==> src/rtl/uart_rx_byte.sv <==
// 8N1 UART receiver: oversamples uart_rx on sysclk and emits each good byte with a one-cycle dataAvailable strobe.
// Optional macro UART_RX_MAJORITY_EN: take every line sample as the 2-of-3 majority of the synchronized history.
module uart_rx_byte #(
   parameter int unsigned CLKS_PER_BIT = 868
) (
   input  logic       sysclk,
   input  logic       reset,
   input  logic       uart_rx,
   output logic [7:0] uart_datain,
   output logic       dataAvailable,
   output logic       frame_error,
   output logic       rx_busy
);

   localparam logic [15:0] HALF_M1 = 16'((CLKS_PER_BIT / 2) - 1);
   localparam logic [15:0] BIT_M1  = 16'(CLKS_PER_BIT - 1);

   typedef enum logic [2:0] {
      IDLE  = 3'd0,
      START = 3'd1,
      DATA  = 3'd2,
      STOP  = 3'd3,
      BRK   = 3'd4
   } state_t;

   state_t      state_q, state_d;
   logic        sync1_q;
   logic        rx_s_q;
   logic [15:0] cnt_q, cnt_d;
   logic [2:0]  bidx_q, bidx_d;
   logic [7:0]  shreg_q, shreg_d;
   logic [7:0]  data_q, data_d;
   logic        da_q, da_d;
   logic        fe_q, fe_d;
   logic        busy_q, busy_d;
   logic        samp;

   // Line sample used at the start, data and stop decision points.
`ifdef UART_RX_MAJORITY_EN
   logic [2:0] rx_h_q;

   always_ff @(posedge sysclk) begin
      if (!reset) begin
         rx_h_q <= 3'b111;
      end else begin
         rx_h_q <= {rx_h_q[1:0], rx_s_q};
      end
   end

   always_comb begin
      samp = (rx_h_q[0] & rx_h_q[1]) | (rx_h_q[0] & rx_h_q[2]) | (rx_h_q[1] & rx_h_q[2]);
   end
`else
   always_comb begin
      samp = rx_s_q;
   end
`endif

   always_ff @(posedge sysclk) begin
      if (!reset) begin
         sync1_q <= 1'b1;
         rx_s_q  <= 1'b1;
      end else begin
         sync1_q <= uart_rx;
         rx_s_q  <= sync1_q;
      end
   end

   always_comb begin
      state_d = state_q;
      cnt_d   = cnt_q;
      bidx_d  = bidx_q;
      shreg_d = shreg_q;
      data_d  = data_q;
      da_d    = 1'b0;
      fe_d    = 1'b0;
      case (state_q)
         IDLE: begin
            cnt_d = 16'd0;
            if (!rx_s_q) begin
               state_d = START;
            end
         end
         START: begin
            if (cnt_q == HALF_M1) begin
               cnt_d = 16'd0;
               if (!samp) begin
                  state_d = DATA;
                  bidx_d  = 3'd0;
               end else begin
                  state_d = IDLE;
               end
            end else begin
               cnt_d = cnt_q + 16'd1;
            end
         end
         DATA: begin
            if (cnt_q == BIT_M1) begin
               cnt_d   = 16'd0;
               shreg_d = {samp, shreg_q[7:1]};
               if (bidx_q == 3'd7) begin
                  state_d = STOP;
               end else begin
                  bidx_d = bidx_q + 3'd1;
               end
            end else begin
               cnt_d = cnt_q + 16'd1;
            end
         end
         STOP: begin
            if (cnt_q == BIT_M1) begin
               cnt_d = 16'd0;
               if (samp) begin
                  data_d  = shreg_q;
                  da_d    = 1'b1;
                  state_d = IDLE;
               end else begin
                  fe_d    = 1'b1;
                  state_d = BRK;
               end
            end else begin
               cnt_d = cnt_q + 16'd1;
            end
         end
         BRK: begin
            // A held-low line must go high before a new start bit is accepted.
            cnt_d = 16'd0;
            if (rx_s_q) begin
               state_d = IDLE;
            end
         end
         default: begin
            state_d = IDLE;
            cnt_d   = 16'd0;
         end
      endcase
      busy_d = (state_d != IDLE);
   end

   always_ff @(posedge sysclk) begin
      if (!reset) begin
         state_q <= IDLE;
         cnt_q   <= 16'd0;
         bidx_q  <= 3'd0;
         shreg_q <= 8'h00;
         data_q  <= 8'h00;
         da_q    <= 1'b0;
         fe_q    <= 1'b0;
         busy_q  <= 1'b0;
      end else begin
         state_q <= state_d;
         cnt_q   <= cnt_d;
         bidx_q  <= bidx_d;
         shreg_q <= shreg_d;
         data_q  <= data_d;
         da_q    <= da_d;
         fe_q    <= fe_d;
         busy_q  <= busy_d;
      end
   end

   assign uart_datain   = data_q;
   assign dataAvailable = da_q;
   assign frame_error   = fe_q;
   assign rx_busy       = busy_q;

endmodule

==> config.mk <==
export PLATFORM = sky130hd
export DESIGN_NAME = uart_rx_byte
export DESIGN_NICKNAME = d
export VERILOG_FILES = /design/src/rtl/uart_rx_byte.sv
export SDC_FILE = /design/constraint.sdc
export NUM_CORES = 1
export LEC_CHECK = 0
export CORE_ASPECT_RATIO = 0.9
export CORE_MARGIN = 2
export CORE_UTILIZATION = 30
export DETAILED_ROUTE_END_ITERATION = 6
export PLACE_DENSITY = 0.48
export SLEW_MARGIN = 5
export SYNTH_ARGS = -nofsm -noshare
export SYNTH_HDL_FRONTEND = slang
export SYNTH_SLANG_ARGS = --single-unit
==> constraint.sdc <==
create_clock -name sysclk -period 2.1 [get_ports sysclk]
set_clock_uncertainty 0.1 [all_clocks]
set_input_delay 0.42 -clock sysclk [delete_from_list [all_inputs] [get_ports sysclk]]
set_output_delay 0.42 -clock sysclk [all_outputs]
set_load 0.01 [all_outputs]
==> reports/qor.csv, run 1 <==
metric;value;unit
HP Start;sync1_q;
Area contributors post-synth;dfxtp_1 47%, mux2i_1 11%, nor2_1 7.8%;
mux cell area share after synthesis;0.110;
DRC;0;
Synth Area in Adders;0.0275;
IO Port Bufs;13;
Max Cap Violations;0;
Worst-Skew Late Latency;0.29;ns
Syn Area/Cell;9.53;sq um
CTS tree;done;
Die H;77.9;um
cell mode on critical path;or4_4;
routed via count;1372;
Metal-1 WL;1780;um
Power Dens Cells;608;nW/um^2
CP required;2.18;ns
Syn Nets;198;
outcome;finished, violations left;
Synth top area share;0.473;
CP top delay family;simple AND/OR/NAND/NOR gates;
Final Hold Vio Count;0;
post-synthesis sequential area ratio;0.473;
P_sw;0.000311;W
largest net degree at the start of global routing;19;
drt wl/cell;11.9;um
WL met3;125;um
sw frac;0.207;
I/O Pins;14;
Reg power frac;0.547;
Post-Synth Simple-Gate Area;0.263;
yosys warns;0;
Num Clock Sinks;43;
Cell Chain, Critical Path;or4_4, or4_4, a31oi_4, a21oi_2, or3_1;
site row count;26;
Power, Total;0.00151;W
post-synthesis xor/xnor area fraction;0.0674;
Synth Instances;191;
Max Buffers Root-to-Sink;2;
H-tree Lvls;2;
worst-margin pin slew;0.494;ns
CP Launch Type;register;
Critical Path Start;cnt_q[3];
DP HPWL;2430;um
WL final;3590;um
gr ovfl total;0;
internal power;0.00119;W
final slew viol count;0;
GRT Total Usage;0.118;
Highest Signal Layer;met4;
routability congestion estimate from global placement;0.739;
vias per cell;4.54;
final net count;238;
Tmin final;2.27;ns
Worst Hold Class;reg2reg;
largest family of logic cells by synthesized area;simple AND/OR/NAND/NOR gates;
CP Class;reg2reg;
DIE AREA;6710;sq um
Gate power share;0.029;
Seq cells post-synth;43;
Setup-failing EPs final;21;
antenna-violating nets left;0;
CP endpoint kind;register;
FMAX;441;MHz
area fraction in compound gates after synthesis;0.0268;
CTS root buffer;clkbuf_8;
Initial Util;0.316;
worst vdd ir;370;uV
synthesized area;1820;sq um
failing checks;negative setup slack;
Worst EP arrival;2.35;ns
first-pass GRT wire length;6290;um
Distinct cells, synth;35;
CP bufs+invs;0;
clock network power share;0.423;
final worst-path setup slack;-0.166;ns
Placeable Area;5760;sq um
slew margin rel.;0.668;
vias in the first global route;1416;
fin util;0.430;
Clock Pin Slew Worst Setup and Hold Paths;0.08;ns
Static Leakage;0.938;nW
Final Cycle Share;1.08;
area leader, netlist;dfxtp_1;
initial antenna violation count;0;
r2r startpoint;cnt_q[3];
routed length on met2;1640;um
Worst path max stage delay;0.60;ns
total CTS buffers;5;
layout cell share with drive strength beyond 1;0.293;
DP Worst Slack;-0.147;ns
area delta synth->final;35.9;%
crit path max fanout;3;
RSZ-0062 raised after global routing;true;
Pre-antenna DRT Iters;4;
slowest CP cell;or4_4;
DR iter-0 viols;30;
ANT cells;0;
die width;86.1;um
what timing repair did:
item,CTS,global route
gates resized for setup,15,23
gates cloned,1,0
buffers inserted,2,1
hold buffers,0,0
pin swaps,10,6
endpoints found under the setup margin,36,37
cell usage after synthesis:
| cell type | instances |
|---|---|
| nor2b_1 | 1 |
| mux2i_1 | 20 |
| buf_2 | 1 |
| nand3_1 | 9 |
| or4_4 | 3 |
| nand4_1 | 3 |
| clkinv_1 | 1 |
| clkbuf_1 | 1 |
| ha_1 | 4 |
| dfxtp_1 | 43 |
| or3b_2 | 2 |
| nand3b_1 | 2 |
| a21oi_1 | 2 |
| and2_1 | 2 |
| o21ai_0 | 2 |
| buf_6 | 2 |
| or4bb_1 | 1 |
| nor4_4 | 1 |
| nand2b_1 | 2 |
| or3_1 | 2 |
| nor3_1 | 4 |
| o21bai_1 | 1 |
| inv_1 | 3 |
| buf_4 | 1 |
| a2bb2oi_1 | 1 |
| clkbuf_2 | 1 |
| and3_1 | 5 |
| nor2_1 | 38 |
| xnor2_1 | 7 |
| xor2_1 | 7 |
| nor3b_1 | 2 |
| a31oi_1 | 1 |
| nand2_1 | 12 |
| nor4_1 | 3 |
| o22ai_1 | 1 |
sequential cells by signal, summed over array words and instances, names as in the netlist:
register / flops
uart_datain: 8
shreg_q: 8
state_q: 3
rx_busy: 1
bidx_q: 3
sync1_q: 1
frame_error: 1
rx_s_q: 1
dataAvailable: 1
cnt_q: 16
stage by stage:
step / hold slack (ns) / std cells / setup TNS [ns] / instance area [sq um]
6_report: 0.312 / 302 / -2.21 / 2470
3_3_place_gp: 0.288 / 292 / -2.05 / 2210
2_1_floorplan: 0.286 / 191 / -0.569 / 1840
4_1_cts: 0.314 / 303 / -3.28 / 2420
5_1_grt: 0.368 / 302 / -5.01 / 2470
3_5_place_dp: 0.293 / 292 / -2.39 / 2210
cell type report:
| cell class | instances | area [sq um] |
|---|---|---|
| fill | 570 | 3280 |
| multi-input combinational | 138 | 1030 |
| sequential | 43 | 866 |
| timing repair buffer | 39 | 363 |
| tap | 70 | 87.6 |
| clock buffer | 5 | 68.8 |
| clock inverter | 3 | 43.8 |
| inverter | 4 | 15.0 |
routing by layer:
layer  vias to the layer above  global-route usage
met2                        17               0.184
met4                         0              0.0381
met3                         5              0.0351
met5                         -                   0
met1                       616               0.155
li1                        734                   -
worst paths after layout:
path / to / slack (ns) / cells after the start
max reg2reg: rx_busy / -0.17 / 5
max: rx_busy / -0.17 / 5
min: rx_s_q / 0.31 / 1
min reg2reg: rx_s_q / 0.31 / 1
worst reg2reg max path, cell delays in order (launching register included):
cell,delay (ns)
dfxtp_2,0.33
or4_4,0.57
or4_4,0.60
a31oi_4,0.18
a21oi_2,0.07
or3_1,0.30
layout by cell type (no fill, tap or decap), types with 4 or more instances in the layout:
cell type and n:
and3_1 5, buf_4 23, clkbuf_8 5, clkdlybuf4s50_1 13
dfxtp_1 39, dfxtp_2 4, ha_1 4, mux2i_1 20
nand2_1 12, nand3_1 9, nor2_1 21, nor2_2 10
nor2_4 7, nor3_1 4, xnor2_1 7, xor2_1 7
cell families (layout without fill, tap and decap cells):
logic type	after synthesis	after routing
simple gates	92	92
flops	43	43
mux	20	20
compound gates	8	8
xor+xnor	14	14
buf+inv	10	51
fa+ha+maj	4	4
power groups by stage:
stage | Clock [W] | Combinational, W | Sequential [W]
after global routing | 0.000704 | 0.0000479 | 0.000826
after global placement | 0 | 0.0000344 | 0.000843
after detailed placement | 0 | 0.0000341 | 0.000843
after CTS | 0.000665 | 0.0000427 | 0.000824
after floorplan | 0 | 0.0000209 | 0.000842
final | 0.000637 | 0.0000443 | 0.000824
Note: power is estimated with default switching activity, not from simulation.
==> inputs of run 2 (changes only) <==
--- a/config.mk
+++ b/config.mk
@@ -9,7 +9,7 @@
 export CORE_MARGIN = 2
 export CORE_UTILIZATION = 30
 export DETAILED_ROUTE_END_ITERATION = 6
-export PLACE_DENSITY = 0.48
+export PLACE_DENSITY = 0.52
 export SLEW_MARGIN = 5
 export SYNTH_ARGS = -nofsm -noshare
 export SYNTH_HDL_FRONTEND = slang
==> run 2 against run 1 <==
The flow still finishes with violations (negative setup slack). Critical path depth stayed put. Clock-buffer cell count unchanged. Largest power group unchanged. Via count increased by 0.73%. Critical path type unchanged. Sequential cell count did not move. Power decreased by 0.35%. Worst setup slack better by 0.022 ns. Core utilization is 2.1 points lower.
==> reports/qor.csv, run 2 (same netlist as run 1, synthesis figures left out) <==
metric;value;unit;change
Cell Chain, Critical Path;or4_4, or4_4, a31oi_1, a21oi_1, or3_1;;was or4_4, or4_4, a31oi_4, a21oi_2, or3_1
Max Buffers Root-to-Sink;2;;unchanged
failing checks;negative setup slack;;unchanged
GRT Total Usage;0.109;;was 0.118
number of fill cells;567;;was 570
largest net degree at the start of global routing;19;;unchanged
Worst EP arrival;2.33;ns;was 2.35 ns
commonest cells after routing, fill and taps aside;39 x dfxtp_1, 38 x nor2_1, 21 x buf_4;;was 39 x dfxtp_1, 23 x buf_4, 21 x nor2_1
Power, Total;0.00150;W;was 0.00151 W
DRC;0;;unchanged
slew margin rel.;0.743;;was 0.668
CP top delay family;simple AND/OR/NAND/NOR gates;;unchanged
first-pass GRT wire length;5840;um;was 6290 um
commonest non-fill, non-tap cell in the layout;dfxtp_1;;unchanged
Max Cap Violations;0;;unchanged
CP bufs+invs;0;;unchanged
CP endpoint kind;register;;unchanged
initial antenna violation count;0;;unchanged
CTS root buffer;clkbuf_8;;unchanged
Top reg by flops;cnt_q;;unchanged
routed via count;1382;;was 1372
final instance area;2360;sq um;was 2470 sq um
I/O Pins;14;;unchanged
final net count;236;;was 238
H-tree Lvls;2;;unchanged
CP Class;reg2reg;;unchanged
Num Clock Sinks;43;;unchanged
outcome;finished, violations left;;unchanged
setup TNS;-1.25;ns;was -2.21 ns
Final Hold Vio Count;0;;unchanged
max reg flops;16;;unchanged
Static Leakage;0.916;nW;was 0.938 nW
CTS tree;done;;unchanged
WL final;3360;um;was 3590 um
vias in the first global route;1274;;was 1416
cell mode on critical path;or4_4;;unchanged
total CTS buffers;5;;unchanged
fin util;0.409;;was 0.430
Pre-antenna DRT Iters;4;;unchanged
Power Dens Cells;637;nW/um^2;was 608 nW/um^2
final worst-path setup slack;-0.144;ns;was -0.166 ns
DP HPWL;2350;um;was 2430 um
total area of sequential cells;868;sq um;was 866 sq um
final slew viol count;0;;unchanged
gr ovfl total;0;;unchanged
routability congestion estimate from global placement;0.813;;was 0.739
Initial Util;0.316;;unchanged
DR iter-0 viols;68;;was 30
WHS;0.325;ns;was 0.312 ns
ANT cells;0;;unchanged
Worst Hold Class;reg2reg;;unchanged
worst-margin pin slew;0.385;ns;was 0.494 ns
IO Port Bufs;13;;unchanged
RSZ-0062 raised after global routing;true;;unchanged
site row count;26;;unchanged
Setup-failing EPs final;20;;was 21
area delta synth->final;29.4;%;was 35.9%
crit path max fanout;4;;was 3
Clock Pin Slew Worst Setup and Hold Paths;0.09;ns;was 0.08 ns
Final Cycle Share;1.07;;was 1.08
slowest CP cell;or4_4;;unchanged
vias per cell;4.61;;was 4.54
antenna-violating nets left;0;;unchanged
Worst-Skew Late Latency;0.30;ns;was 0.29 ns
Tmin final;2.24;ns;was 2.27 ns
Die H;77.9;um;unchanged
Placeable Area;5760;sq um;unchanged
FMAX;446;MHz;was 441 MHz
CP Launch Type;register;;unchanged
R2R Setup Slk;-0.14;ns;was -0.17 ns
worst vdd ir;449;uV;was 370 uV
die width;86.1;um;unchanged
drt wl/cell;11.2;um;was 11.9 um
CP required;2.19;ns;was 2.18 ns
DIE AREA;6710;sq um;unchanged
layout cell share with drive strength beyond 1;0.204;;was 0.293
Placed Area;2200;sq um;was 2210 sq um
Worst path max stage delay;0.57;ns;was 0.60 ns
area of the multi-input gates;933;sq um;was 1030 sq um
## run 2: stage by stage
stage               worst slack, ns  cells
floorplan                   -0.0594    191
global placement            -0.0997    291
detailed placement           -0.127    291
CTS                          -0.138    299
global route                 -0.199    300
finish                       -0.144    300
## run 2: where the power goes
| part | total (W) | internal, W | switching [W] |
|---|---|---|---|
| registers | 0.000823 | 0.000818 | 0.00000525 |
| clock network | 0.000643 | 0.000354 | 0.000289 |
| logic | 0.0000338 | 0.0000166 | 0.0000172 |
## run 2: metal layers
| layer | up-vias | wire [um] | track usage |
|---|---|---|---|
| li1 | 726 | - | - |
| met1 | 630 | 1760 | 0.146 |
| met2 | 21 | 1430 | 0.163 |
| met3 | 5 | 124 | 0.0330 |
| met4 | 0 | 51 | 0.0429 |
| met5 | - | 0 | 0 |
## run 2: worst paths after layout
path	to	depth (start not counted)	start
setup / recovery	rx_busy	5	cnt_q[3]
hold / removal	rx_s_q	1	sync1_q
setup reg to reg	rx_busy	5	cnt_q[3]
hold reg to reg	rx_s_q	1	sync1_q
## run 2: final cells by class
type,instances,area share
Clock buffer,5,0.0292
Clock inverter,3,0.0186
Inverter,4,0.00637
Multi-Input combinational cell,138,0.396
Sequential cell,43,0.369
Tap cell,70,0.0372
Timing Repair Buffer,37,0.144
## run 2: timing repair
action | CTS | global route
hold buffers | 0 | 0
resized for setup | 0 | 8
buffers inserted | 0 | 1
endpoints found under the setup margin | 28 | 37
pin swaps | 2 | 1
==> inputs of run 3 (changes only) <==
--- a/config.mk
+++ b/config.mk
@@ -10,6 +10,7 @@
 export CORE_UTILIZATION = 30
 export DETAILED_ROUTE_END_ITERATION = 6
 export PLACE_DENSITY = 0.52
+export SKIP_CTS_REPAIR_TIMING = 1
 export SLEW_MARGIN = 5
 export SYNTH_ARGS = -nofsm -noshare
 export SYNTH_HDL_FRONTEND = slang
==> run 3 against run 2 <==
The run still ends with negative setup slack left. First-iteration DRC count rose by 10%. Sequential cell count did not move. Worst setup slack got worse by 0.0096 ns. Sequential power barely moved. Combinational power barely moved. Sequential share of layout area barely moved. Non-clock buffer count rose by 1. Final area fell by 0.11%. Highest routed layer unchanged.
==> reports/qor.csv, run 3 (same netlist as run 1, synthesis figures left out) <==
metric;value;unit;change
worst hold path cell count;1;;unchanged
Tmin final;2.25;ns;was 2.24 ns
area delta synth->final;29.3;%;was 29.4%
final worst-path setup slack;-0.154;ns;was -0.144 ns
commonest non-fill, non-tap cell in the layout;dfxtp_1;;unchanged
worst setup path end;rx_busy;;unchanged
first-pass GRT wire length;5850;um;was 5840 um
I/O Pins;14;;unchanged
setup TNS;-1.29;ns;was -1.25 ns
CP endpoint kind;register;;unchanged
largest net degree at the start of global routing;19;;unchanged
CTS root buffer;clkbuf_8;;unchanged
H-tree Lvls;2;;unchanged
layout cell share with drive strength beyond 1;0.203;;was 0.204
commonest cells after routing, fill and taps aside;39 x dfxtp_1, 38 x nor2_1, 22 x buf_4;;was 39 x dfxtp_1, 38 x nor2_1, 21 x buf_4
slew margin rel.;0.743;;about the same
Power, Total;0.00150;W;about the same
routability congestion estimate from global placement;0.813;;unchanged
WL final;3380;um;was 3360 um
gr ovfl total;0;;unchanged
Worst-Skew Late Latency;0.29;ns;was 0.30 ns
Final Cycle Share;1.07;;about the same
final slew viol count;0;;unchanged
outcome;finished, violations left;;unchanged
die width;86.1;um;unchanged
DIE AREA;6710;sq um;unchanged
RSZ-0062 raised after global routing;true;;unchanged
total CTS buffers;5;;unchanged
Num Clock Sinks;43;;unchanged
Clock Pin Slew Worst Setup and Hold Paths;0.08;ns;was 0.09 ns
antenna-violating nets left;0;;unchanged
initial antenna violation count;0;;unchanged
Pre-antenna DRT Iters;4;;unchanged
max reg flops;16;;unchanged
Worst Hold Class;reg2reg;;unchanged
routed via count;1401;;was 1382
worst vdd ir;449;uV;about the same
reg2reg end;rx_busy;;unchanged
CP required;2.19;ns;about the same
Worst EP arrival;2.34;ns;was 2.33 ns
failing checks;negative setup slack;;unchanged
CTS tree;done;;unchanged
GRT Total Usage;0.109;;unchanged
CP Launch Type;register;;unchanged
final net count;237;;was 236
ANT cells;0;;unchanged
R2R Setup Slk;-0.15;ns;was -0.14 ns
DR iter-0 viols;75;;was 68
vias per cell;4.65;;was 4.61
CP Class;reg2reg;;unchanged
Max Cap Violations;0;;unchanged
Static Leakage;0.927;nW;was 0.916 nW
r2r startpoint;cnt_q[3];;unchanged
Initial Util;0.316;;unchanged
Final Hold Vio Count;0;;unchanged
DP HPWL;2350;um;unchanged
vias in the first global route;1272;;was 1274
IO Port Bufs;13;;unchanged
FMAX;444;MHz;was 446 MHz
Top reg by flops;cnt_q;;unchanged
Die H;77.9;um;unchanged
Setup-failing EPs final;20;;unchanged
site row count;26;;unchanged
drt wl/cell;11.2;um;about the same
Power Dens Cells;638;nW/um^2;was 637 nW/um^2
Critical Path Start;cnt_q[3];;unchanged
Register-to-Register Path Depth;5;;unchanged
worst-margin pin slew;0.385;ns;about the same
fin cells;301;;was 300
crit path max fanout;4;;unchanged
DP Worst Slack;-0.127;ns;unchanged
Placed Cells;291;;unchanged
Placeable Area;5760;sq um;unchanged
Max Buffers Root-to-Sink;2;;unchanged
DRC;0;;unchanged
[run 3: layout make-up]
class                      count  area, sq um
clock buffer                   5         68.8
clock inverter                 3         43.8
sequential                    43          868
inverter                       4         15.0
multi-input combinational    138          923
tap                           70         87.6
fill                         570         3400
timing repair buffer          38          347
[run 3: worst max-delay path, stage by stage (launching register included)]
cell,delay [ns]
dfxtp_2,0.33
or4_4,0.57
or4_4,0.56
a31oi_1,0.19
a21oi_1,0.10
or3_1,0.30
[run 3: worst min path at each step]
stage | slack, ns | endpoint | startpoint
floorplan | 0.29 | rx_s_q | sync1_q
finish | 0.32 | rx_s_q | sync1_q
CTS | 0.32 | rx_s_q | sync1_q
global placement | 0.29 | rx_s_q | sync1_q
detailed placement | 0.30 | rx_s_q | sync1_q
global route | 0.37 | rx_s_q | sync1_q
[run 3: report_power, final]
group	leakage, nW	switching, W	internal [W]	total [W]
clock network	0.0581	0.000291	0.000354	0.000646
registers	0.349	0.00000487	0.000818	0.000823
logic	0.520	0.0000173	0.0000167	0.0000340
total	0.927	0.000314	0.00119	0.00150
[run 3: stage by stage]
step           hold WS (ns)  instance area (sq um)   util
3_5_place_dp          0.297                   2200  0.382
6_report              0.324                   2350  0.409
3_3_place_gp          0.288                   2200  0.382
4_1_cts               0.320                   2310  0.402
2_1_floorplan         0.286                   1840      -
5_1_grt               0.374                   2350  0.409
[run 3: metal layers]
layer / track usage / wire length [um] / up-vias
met5: 0 / 0 / -
met4: 0.0429 / 51 / 0
met3: 0.0330 / 124 / 5
met2: 0.162 / 1420 / 21
met1: 0.147 / 1780 / 645
li1: - / - / 730
